$ cat src/rtl/calc_pkg.sv
// rtl/calc_pkg.sv - shared widths, slot codes and reader state encoding
// for the calculator result path.
package calc_pkg;

   localparam int DATA_W = 16;
   localparam int ADDR_W = 2;

   localparam logic [ADDR_W-1:0] SLOT_ADD  = 2'd0;
   localparam logic [ADDR_W-1:0] SLOT_MULT = 2'd1;
   localparam logic [ADDR_W-1:0] SLOT_SUB  = 2'd2;
   localparam logic [ADDR_W-1:0] SLOT_DIV  = 2'd3;

   typedef enum logic [2:0] {
      IDLE,
      SEEK,
      WAIT,
      CAPTURE,
      HOLD
   } reader_state_t;

endpackage

$ cat src/rtl/calc_slot_seek.sv
// rtl/calc_slot_seek.sv - rotating priority pick of the next written slot
// after ptr, falling back to ptr itself when it is the only one.
module calc_slot_seek #(
   parameter int ADDR_W = calc_pkg::ADDR_W
) (
   input  logic [ADDR_W-1:0]        ptr,
   input  logic [(1<<ADDR_W)-1:0]   slot_valid,
   output logic [ADDR_W-1:0]        next_slot,
   output logic                     any_valid
);

   localparam int NSLOT = 1 << ADDR_W;

   // Scan farthest-first so the nearest valid slot (ptr+1) overwrites last.
   always_comb begin
      next_slot = ptr;
      for (int k = NSLOT; k >= 1; k--) begin
         if (slot_valid[ptr + ADDR_W'(k)]) begin
            next_slot = ptr + ADDR_W'(k);
         end
      end
      any_valid = |slot_valid;
   end

endmodule

$ cat src/rtl/calc_result_reader.sv
// rtl/calc_result_reader.sv - snoops result writes, reads valid slots back
// through the registered memory port and presents one at a time to the display.
module calc_result_reader #(
   parameter int DATA_W       = calc_pkg::DATA_W,
   parameter int ADDR_W       = calc_pkg::ADDR_W,
   parameter int DWELL_CYCLES = 100_000_000
) (
   input  logic                     clk,
   input  logic                     rst_n,
   input  logic                     wr_en,
   input  logic [ADDR_W-1:0]        wr_addr,
   input  logic                     clr,
   input  logic                     step,
   input  logic                     auto_en,
   output logic [ADDR_W-1:0]        rd_addr,
   input  logic [DATA_W-1:0]        rd_data,
   output logic [DATA_W-1:0]        disp_data,
   output logic [ADDR_W-1:0]        disp_addr,
   output logic                     disp_valid,
   output logic [(1<<ADDR_W)-1:0]   slot_valid
);

   import calc_pkg::*;

   localparam int NSLOT = 1 << ADDR_W;
   localparam int DW_W  = (DWELL_CYCLES > 1) ? $clog2(DWELL_CYCLES) : 1;
   localparam logic [DW_W-1:0]   DWELL_LAST = DW_W'(DWELL_CYCLES - 1);
   localparam logic [ADDR_W-1:0] PTR_RST    = '1;

   // Assertion is immediate; release is delayed two edges to stay glitch-free.
   logic [1:0] rst_sync_q;
   logic       rst_ni;

   always_ff @(posedge clk or negedge rst_n) begin
      if (!rst_n) rst_sync_q <= '0;
      else        rst_sync_q <= {rst_sync_q[0], 1'b1};
   end
   assign rst_ni = rst_sync_q[1];

   reader_state_t     state_q, state_d;
   logic [ADDR_W-1:0] ptr_q, ptr_d;
   logic [ADDR_W-1:0] rd_addr_q, rd_addr_d;
   logic [DATA_W-1:0] disp_data_q, disp_data_d;
   logic [ADDR_W-1:0] disp_addr_q, disp_addr_d;
   logic              disp_valid_q, disp_valid_d;
   logic [NSLOT-1:0]  slot_valid_q, slot_valid_d;
   logic [DW_W-1:0]   dwell_q, dwell_d;
   logic [ADDR_W-1:0] next_slot;
   logic              any_valid;
   logic              refresh;
   logic              advance;

   calc_slot_seek #(.ADDR_W(ADDR_W)) u_seek (
      .ptr        (ptr_q),
      .slot_valid (slot_valid_q),
      .next_slot  (next_slot),
      .any_valid  (any_valid)
   );

   always_comb begin
      state_d      = state_q;
      ptr_d        = ptr_q;
      rd_addr_d    = rd_addr_q;
      disp_data_d  = disp_data_q;
      disp_addr_d  = disp_addr_q;
      disp_valid_d = disp_valid_q;
      slot_valid_d = slot_valid_q;
      dwell_d      = '0;
      refresh      = wr_en && (wr_addr == rd_addr_q);
      advance      = step || (auto_en && (dwell_q == DWELL_LAST));

      if (wr_en) slot_valid_d[wr_addr] = 1'b1;

      case (state_q)
         IDLE: begin
            if (|slot_valid_q) state_d = SEEK;
         end
         SEEK: begin
            if (any_valid) begin
               rd_addr_d = next_slot;
               ptr_d     = next_slot;
               state_d   = WAIT;
            end else begin
               state_d   = IDLE;
            end
         end
         WAIT: begin
            state_d = refresh ? WAIT : CAPTURE;
         end
         CAPTURE: begin
            disp_data_d  = rd_data;
            disp_addr_d  = rd_addr_q;
            disp_valid_d = 1'b1;
            state_d      = refresh ? WAIT : HOLD;
         end
         HOLD: begin
            if (advance)      state_d = SEEK;
            else if (refresh) state_d = WAIT;
            if (auto_en && !advance) dwell_d = dwell_q + DW_W'(1);
         end
         default: state_d = IDLE;
      endcase

      // Clear overrides everything, including a same-cycle write.
      if (clr) begin
         slot_valid_d = '0;
         state_d      = IDLE;
         disp_valid_d = 1'b0;
         ptr_d        = PTR_RST;
         dwell_d      = '0;
      end
   end

   always_ff @(posedge clk or negedge rst_ni) begin
      if (!rst_ni) begin
         state_q      <= IDLE;
         ptr_q        <= PTR_RST;
         rd_addr_q    <= '0;
         disp_data_q  <= '0;
         disp_addr_q  <= '0;
         disp_valid_q <= 1'b0;
         slot_valid_q <= '0;
         dwell_q      <= '0;
      end else begin
         state_q      <= state_d;
         ptr_q        <= ptr_d;
         rd_addr_q    <= rd_addr_d;
         disp_data_q  <= disp_data_d;
         disp_addr_q  <= disp_addr_d;
         disp_valid_q <= disp_valid_d;
         slot_valid_q <= slot_valid_d;
         dwell_q      <= dwell_d;
      end
   end

   assign rd_addr    = rd_addr_q;
   assign disp_data  = disp_data_q;
   assign disp_addr  = disp_addr_q;
   assign disp_valid = disp_valid_q;
   assign slot_valid = slot_valid_q;

endmodule

$ cat config.mk
export PLATFORM = sky130hd
export DESIGN_NAME = calc_result_reader
export DESIGN_NICKNAME = d
export VERILOG_FILES = /design/src/rtl/calc_pkg.sv /design/src/rtl/calc_slot_seek.sv /design/src/rtl/calc_result_reader.sv
export SDC_FILE = /design/constraint.sdc
export NUM_CORES = 1
export LEC_CHECK = 0
export ABC_CLOCK_PERIOD_IN_PS = 1800
export BUFFER_PORTS_ARGS = -buffer_cell sky130_fd_sc_hd__clkbuf_2
export CAP_MARGIN = 20
export CORE_UTILIZATION = 46
export DETAILED_ROUTE_END_ITERATION = 7
export GPL_TIMING_DRIVEN = 0
export PLACE_DENSITY = 0.69
export SYNTH_ARGS = -nofsm -noshare
export SYNTH_HDL_FRONTEND = slang
export SYNTH_HIERARCHICAL = 1
export SYNTH_SLANG_ARGS = --single-unit
$ cat constraint.sdc
create_clock -name clk -period 1.8 [get_ports clk]
set_clock_uncertainty 0.05 [all_clocks]
set_input_delay 0.27 -clock clk [delete_from_list [all_inputs] [get_ports clk]]
set_output_delay 0.27 -clock clk [all_outputs]
set_load 0.03 [all_outputs]
==> reports/metrics.cfg, run 1 <==
[run_status]
status=complete, but fails checks
violations=negative setup slack

[global_routing]
grt_pass1_wl_um=11680
use_met2_pct=38.91
globalRouteTotalUtil_pct=23.86
grt.busiest_layer=met2
grt_overflow=0
met1_usage_pct=30.43
antenna_found_initial=0
grt_max_degree=36
grtUsageMet3_pct=7.753
grt_pass1_vias=2412

[power]
p_sw_mw=1.225
seqPwrFrac_pct=43.0
power_density_nw_per_um2=965.9
leakage_nw=1.667
power_mw=3.791
internal-power_mw=2.566
pwr-share-comb_pct=21.9
ir_drop_mv=0.8235
p_sw_share_pct=32.31
power.share.clock_pct=35.1

[die]
dieHeight_um=80.92
core_um2=5956
dieArea_um2=6548
die_width_um=80.92
ios=49
start_util_pct=48.11
rows=28

[timing]
final-setup-viol-count=29
layout_min_cycle_time_ps=2026
hold_viol=0
drv_slew=0
setup_ws_ps=-225.5
rsz0062_at_grt=true
max_freq_mhz=493.7
maxSlewHeadroom_pct=43.70
fin_crit_sh_pct=112.5
tightest_slew_ps=844.5

[finish]
antenna_cells=0
drive_gt1_share_pct=45.83
syn_to_final_growth_pct=36.99
fin_util_pct=65.90
final_cell_mix=clkbuf_2 (49), dfrtp_1 (49), buf_4 (19)
fin_nets=380

[detailed_routing]
drt_iter0_markers=176
post_drt_wl_per_cell_um=16.66
viasPerCell=5.676
first_pass_iters=4
vias=2469
drc=0
wl_um=7245
postRouteAntennaNets=0

[placement]
gp_congestion=0.8009
io_buffer_count=47
dp_hpwl_um=4426

[yosys]
synth_area_leader_cell=dfrtp_1
synth_cell_types=46
synthArstFlopShare_pct=100.0
synth_fp_nets=294
synth_warnings=6
syn_avg_cell_area_um2=10.65
synth.area.top_cells=dfrtp_1 (50%), mux2_2 (7.1%), nor3_1 (3.7%)
synth_cells=269
ys_seq_area_share_pct=51.62
synth_top_area_share_pct=49.78
synth_area_um2=2865
yosys_register_bits=59
synth_edf_count=0
synth_ff_type=dfrtp_1

[critical_path]
critPathLaunchType=flop
crit_slowest_cell=dfrtp_1
setup.worst_path.class=flop to flop
endpoint_kind=flop
path_cells=buf_4 > and4_4 > nand4_1 > clkbuf_8 > or3_1 > a211oi_1
cp.required_ps=1980
cp_max_fo=5
slowest_delay_ps=400
reg2reg_slack_ps=-230
cp.arrival_ps=2210

[clock_tree]
cts-buffers-inserted=9
cts_tree=built
htreeDepth=3
root_buffer=clkbuf_8
clock-sinks=59
clockBufferDepth=2
clk_latency_ps=340
cts.clk_slew.worst_paths_ps=70

[hold_path]
hold_path_class=input pin to flop

[job]
maxCapViolations=0

==> logic make-up after synthesis <==
logic type / synth area share [%]
multiplexers: 7.423
other: 0.1309
XOR/XNOR: 4.280
buffers and inverters: 3.711
AND/OR/NAND/NOR: 20.92
AO/OA/AOI/OAI: 11.48
adder cells (fa/ha/maj): 0.4366
flip-flops: 51.62
==> final cells by class <==
type | count | area, um^2
fill | 489 | 2031
sequential | 59 | 1489
inverter | 12 | 45.04
timing repair buffer | 75 | 509.2
tap | 75 | 93.84
buffer | 12 | 95.09
clock buffer | 10 | 127.6
clock inverter | 6 | 88.84
multi-input combinational | 186 | 1476
==> routing by layer <==
layer,share of wire [%],wire (um)
met4,1.8,131
met5,0,0
met2,51,3690
met1,43,3101
met3,4.4,321
==> power groups by stage <==
stage	combinational, mW	clock [mW]	sequential [mW]
5_1_grt	0.886	1.41	1.66
2_1_floorplan	0.234	0	1.97
4_1_cts	0.835	1.34	1.63
3_5_place_dp	0.826	0	1.66
6_report	0.829	1.33	1.63
3_3_place_gp	0.799	0	1.66
==> Yosys cell counts (all sizes together) (2+ instances only) <==
cell and count:
dfrtp 57, nor4 2, buf 4, nand2 17, nor3 21, a21oi 6, a31oi 5, nor2b 2
and2 3, o31ai 4, and4 5, xor2 9, o21ai 15, nand4 14, mux2 18, inv 12
dfstp 2, and3 3, nand3 5, xnor2 5, nor2 8, nand3b 2, clkbuf 8, a211oi 14
or3 10, or4 5, and4b 2
==> worst paths after layout <==
| kind | start | endpoint | depth (start not counted) |
|---|---|---|---|
| min in group asynchronous | rst_n | rst_sync_q[1] | 2 |
| max | dwell_q[6] | dwell_q[17] | 6 |
| min | rd_data[12] | disp_data[12] | 2 |
| max in group asynchronous | rst_sync_q[1] | ptr_q[1] | 1 |
| max reg2reg | dwell_q[6] | dwell_q[17] | 6 |
| min reg2reg | rst_sync_q[1] | dwell_q[25] | 0 |
==> registers in the layout (all words and copies together), names as in the netlist <==
name / flops
state_q: 3
disp_data: 16
rd_addr: 2
slot_valid: 4
dwell_q: 27
rst_sync_q: 2
disp_addr: 2
ptr_q: 2
disp_valid: 1
==> critical path, delay by kind of cell, from the launching register on <==
kind,cells,cell delay (ps)
and+or+nand+nor,3,790
DFF,1,400
buffers and inverters,2,400
AOI/OAI and AO/OA,1,290
==> repair_timing <==
| action | 4_1_cts | 5_1_grt |
|---|---|---|
| hold buffers | 1 | 0 |
| gates cloned | 4 | 0 |
| resized for setup | 33 | 20 |
| endpoints found under the setup margin | 29 | 47 |
| pin swaps | 11 | 4 |
| endpoints found under the hold margin | 2 | 0 |
| buffers inserted | 15 | 7 |
==> metrics by stage <==
| stage | setup TNS, ps | setup WS [ps] | instances | area [um^2] | hold WS [ps] |
|---|---|---|---|---|---|
| final | -4243 | -225.5 | 435 | 3925 | 106.6 |
| after global routing | -6067 | -300.7 | 435 | 3925 | 85.97 |
| after CTS | -3827 | -148.9 | 428 | 3815 | 99.94 |
| after detailed placement | -6137 | -303.7 | 392 | 3276 | 8.036 |
| after global placement | -5042 | -225.1 | 391 | 3256 | 6.304 |
| after floorplan | -894.1 | -68.21 | 269 | 2927 | -75.59 |
(Power assumes the default switching activity.)
==> inputs of run 2 (changes only) <==
--- a/config.mk
+++ b/config.mk
@@ -5,13 +5,15 @@
 export SDC_FILE = /design/constraint.sdc
 export NUM_CORES = 1
 export LEC_CHECK = 0
+export ABC_AREA = 1
 export ABC_CLOCK_PERIOD_IN_PS = 1800
 export BUFFER_PORTS_ARGS = -buffer_cell sky130_fd_sc_hd__clkbuf_2
 export CAP_MARGIN = 20
+export CORE_ASPECT_RATIO = 0.5
 export CORE_UTILIZATION = 46
 export DETAILED_ROUTE_END_ITERATION = 7
 export GPL_TIMING_DRIVEN = 0
-export PLACE_DENSITY = 0.69
+export PLACE_DENSITY = 0.68
 export SYNTH_ARGS = -nofsm -noshare
 export SYNTH_HDL_FRONTEND = slang
 export SYNTH_HIERARCHICAL = 1
==> run 2 against run 1 <==
The run now ends clean. Worst setup slack better by 360 ps. Sequential share of layout area up 0.38 points. Wire length shrank 10%. Synthesized cell count grew 49%. Hold slack worse by 29 ps. Critical path type unchanged. Critical endpoint is now dwell_q[26].
==> reports/metrics.cfg, run 2 <==
[run_status]
status=complete, no violations

[critical_path]
setup.worst_path.class=flop to flop
regToRegStartpoint=dwell_q[0]
slowest_delay_ps=370
cp.arrival_ps=1840
rr_endpoint=dwell_q[26]
crit_slowest_cell=dfrtp_1
critPathTopFamily=simple AND/OR/NAND/NOR gates
critPathLaunchType=flop
reg2reg_slack_ps=130
cp.buffers_inverters=1
reg2regPathDepth=10
cp_max_fo=6
cpMostUsedCell=nor2_8
path_cells=ha_1 > nand2_2 > nor2_8 > nand2_4 > buf_4 > nor2_8 > nand3_4 > nor2_4 > xnor2_1 > nor2_2
cp.required_ps=1970
endpoint_kind=flop

[placement]
dp_hpwl_um=4770
io_buffer_count=47
gp_congestion=0.9244
post-place-cells=538

[timing]
fin_crit_sh_pct=92.66
rsz0062_at_grt=false
drv_slew=0
layout_min_cycle_time_ps=1668
hold_viol=0
max_freq_mhz=599.5
final-setup-viol-count=0

[clock_tree]
clk_latency_ps=330
clock-sinks=59
root_buffer=clkbuf_16
htreeDepth=3
cts_tree=built
cts.clk_slew.worst_paths_ps=60
clockBufferDepth=2
cts-buffers-inserted=9

[detailed_routing]
drt_iter0_markers=101
wl_um=6492
postRouteAntennaNets=0
drc=0
viasPerCell=4.844
first_pass_iters=4
post_drt_wl_per_cell_um=11.63
vias=2703

[global_routing]
grt_pass1_vias=2503
grt_max_degree=40
antenna_found_initial=0
globalRouteTotalUtil_pct=20.67
grt_overflow=0
grt_pass1_wl_um=11150

[power]
power_density_nw_per_um2=1198
ir_drop_mv=0.6541
leakage_nw=1.939

[finish]
final_cell_mix=nand2_1 (127), dfrtp_1 (56), nor2_1 (54)
fin_util_pct=61.27
largest_reg_flops=27
final_common_cell=nand2_1
drive_gt1_share_pct=22.77
fin_nets=490
top_register=dwell_q
syn_to_final_growth_pct=23.27
final_cells=558
antenna_cells=0

[die]
die_width_um=118.7
dieHeight_um=60.37
core_um2=6306
ios=49
start_util_pct=49.70
rows=20
dieArea_um2=7168

[yosys]
synth_area_leader_cell=dfrtp_1
synth_cell_types=34
yosys_register_bits=59
synth.area.top_cells=dfrtp_1 (46%), nand2_1 (15%), nor2_1 (6.6%)
synth_warnings=6
yosysMostFrequentCell=nand2_1
synth_fp_nets=427
synthTopCellsByCount=nand2_1 (127), dfrtp_1 (57), nor2_1 (55), inv_1 (39), nand3_1 (23)
synth_cells=402
ys_seq_area_share_pct=47.19
synth_area_um2=3134
synth_edf_count=0
synthArstFlopShare_pct=100.0
syn_avg_cell_area_um2=7.797
synth_top_area_share_pct=45.51
synth_ff_type=dfrtp_1

[hold_path]
whs_path_depth=3
hold_path_class=input pin to flop
worstHoldStart=rd_data[14]
hold_path_end=disp_data[14]

[job]
maxCapViolations=0

-- run 2: changes by cell type after synthesis, moves of 11 or more --
cell | before | now
mux2_2 | 18 | 0
nor3_1 | 21 | 8
nand2_2 | 0 | 11
inv_1 | 12 | 39
nor2_1 | 8 | 55
nand3_1 | 5 | 23
nand2_1 | 17 | 127
-- run 2: logic make-up (layout without fill, tap and decap cells) --
logic type      count (synthesis)  after routing  synth area share (%)
fa+ha+maj                       1              1                0.3991
simple gates                  251            251                 37.05
buf+inv                        55            123                 7.545
compound gates                 20             20                 3.513
flops                          59             59                 47.19
xor+xnor                       15             15                 4.192
other cells                     1              1                0.1196
-- run 2: final cells by class --
cell class	instances	area, um^2
fillers	594	2442
flip-flops and latches	59	1480
multi-input cells	288	1421
repair buffers	52	305.3
clock buffers	9	225.2
inverters	48	187.7
well taps	88	110.1
clock inverters	7	81.33
plain buffers	7	52.55
-- run 2: worst reg2reg max path, stage by stage, from the launching register on --
cell	delay [ps]
dfrtp_1	370
ha_1	200
nand2_2	100
nor2_8	130
nand2_4	70
buf_4	160
nor2_8	130
nand3_4	100
nor2_4	90
xnor2_1	130
nor2_2	40
-- run 2: per-stage QoR --
stage	cell area (um^2)	setup TNS, ps	total power [mW]	setup slack, ps	hold WS, ps
2_1_floorplan	3136	0	2.548	237.0	-75.59
3_3_place_gp	3481	0	2.890	33.02	6.225
3_5_place_dp	3501	-7.680	2.910	-7.680	11.95
4_1_cts	3820	0	4.684	30.35	68.74
5_1_grt	3864	0	4.888	36.87	81.68
6_report	3864	0	4.630	132.1	77.61
-- run 2: repair_timing --
action / in CTS / in global routing
setup buffers: 0 / 2
pin swaps: 0 / 2
endpoints found under the hold margin: 2 / 0
cloned: 0 / 1
endpoints found under the setup margin: 2 / 23
gates resized for setup: 1 / 1
hold buffers: 1 / 0
-- run 2: how the worst max path moves through the flow --
| stage | slack [ps] | from | depth (start not counted) | end |
|---|---|---|---|---|
| floorplan | 240 | dwell_q[0] | 9 | dwell_q[23] |
| CTS | 30 | dwell_q[0] | 9 | dwell_q[23] |
| finish | 130 | dwell_q[0] | 10 | dwell_q[26] |
| global route | 40 | dwell_q[0] | 9 | dwell_q[20] |
| detailed placement | -8 | dwell_q[0] | 10 | dwell_q[12] |
| global placement | 30 | dwell_q[0] | 10 | dwell_q[12] |
-- run 2: routing by layer --
layer	share of wire [%]	track usage, %	wire length [um]
met5	0	0	0
met2	46	34.00	2990
met4	1.2	7.414	80
met3	4.8	7.143	309
met1	48	26.15	3110
-- run 2: power by group --
part           switching [mW]  internal (mW)
clock                   0.651           1.09
combinational           0.830          0.335
sequential              0.150           1.57
total                    1.63           3.00
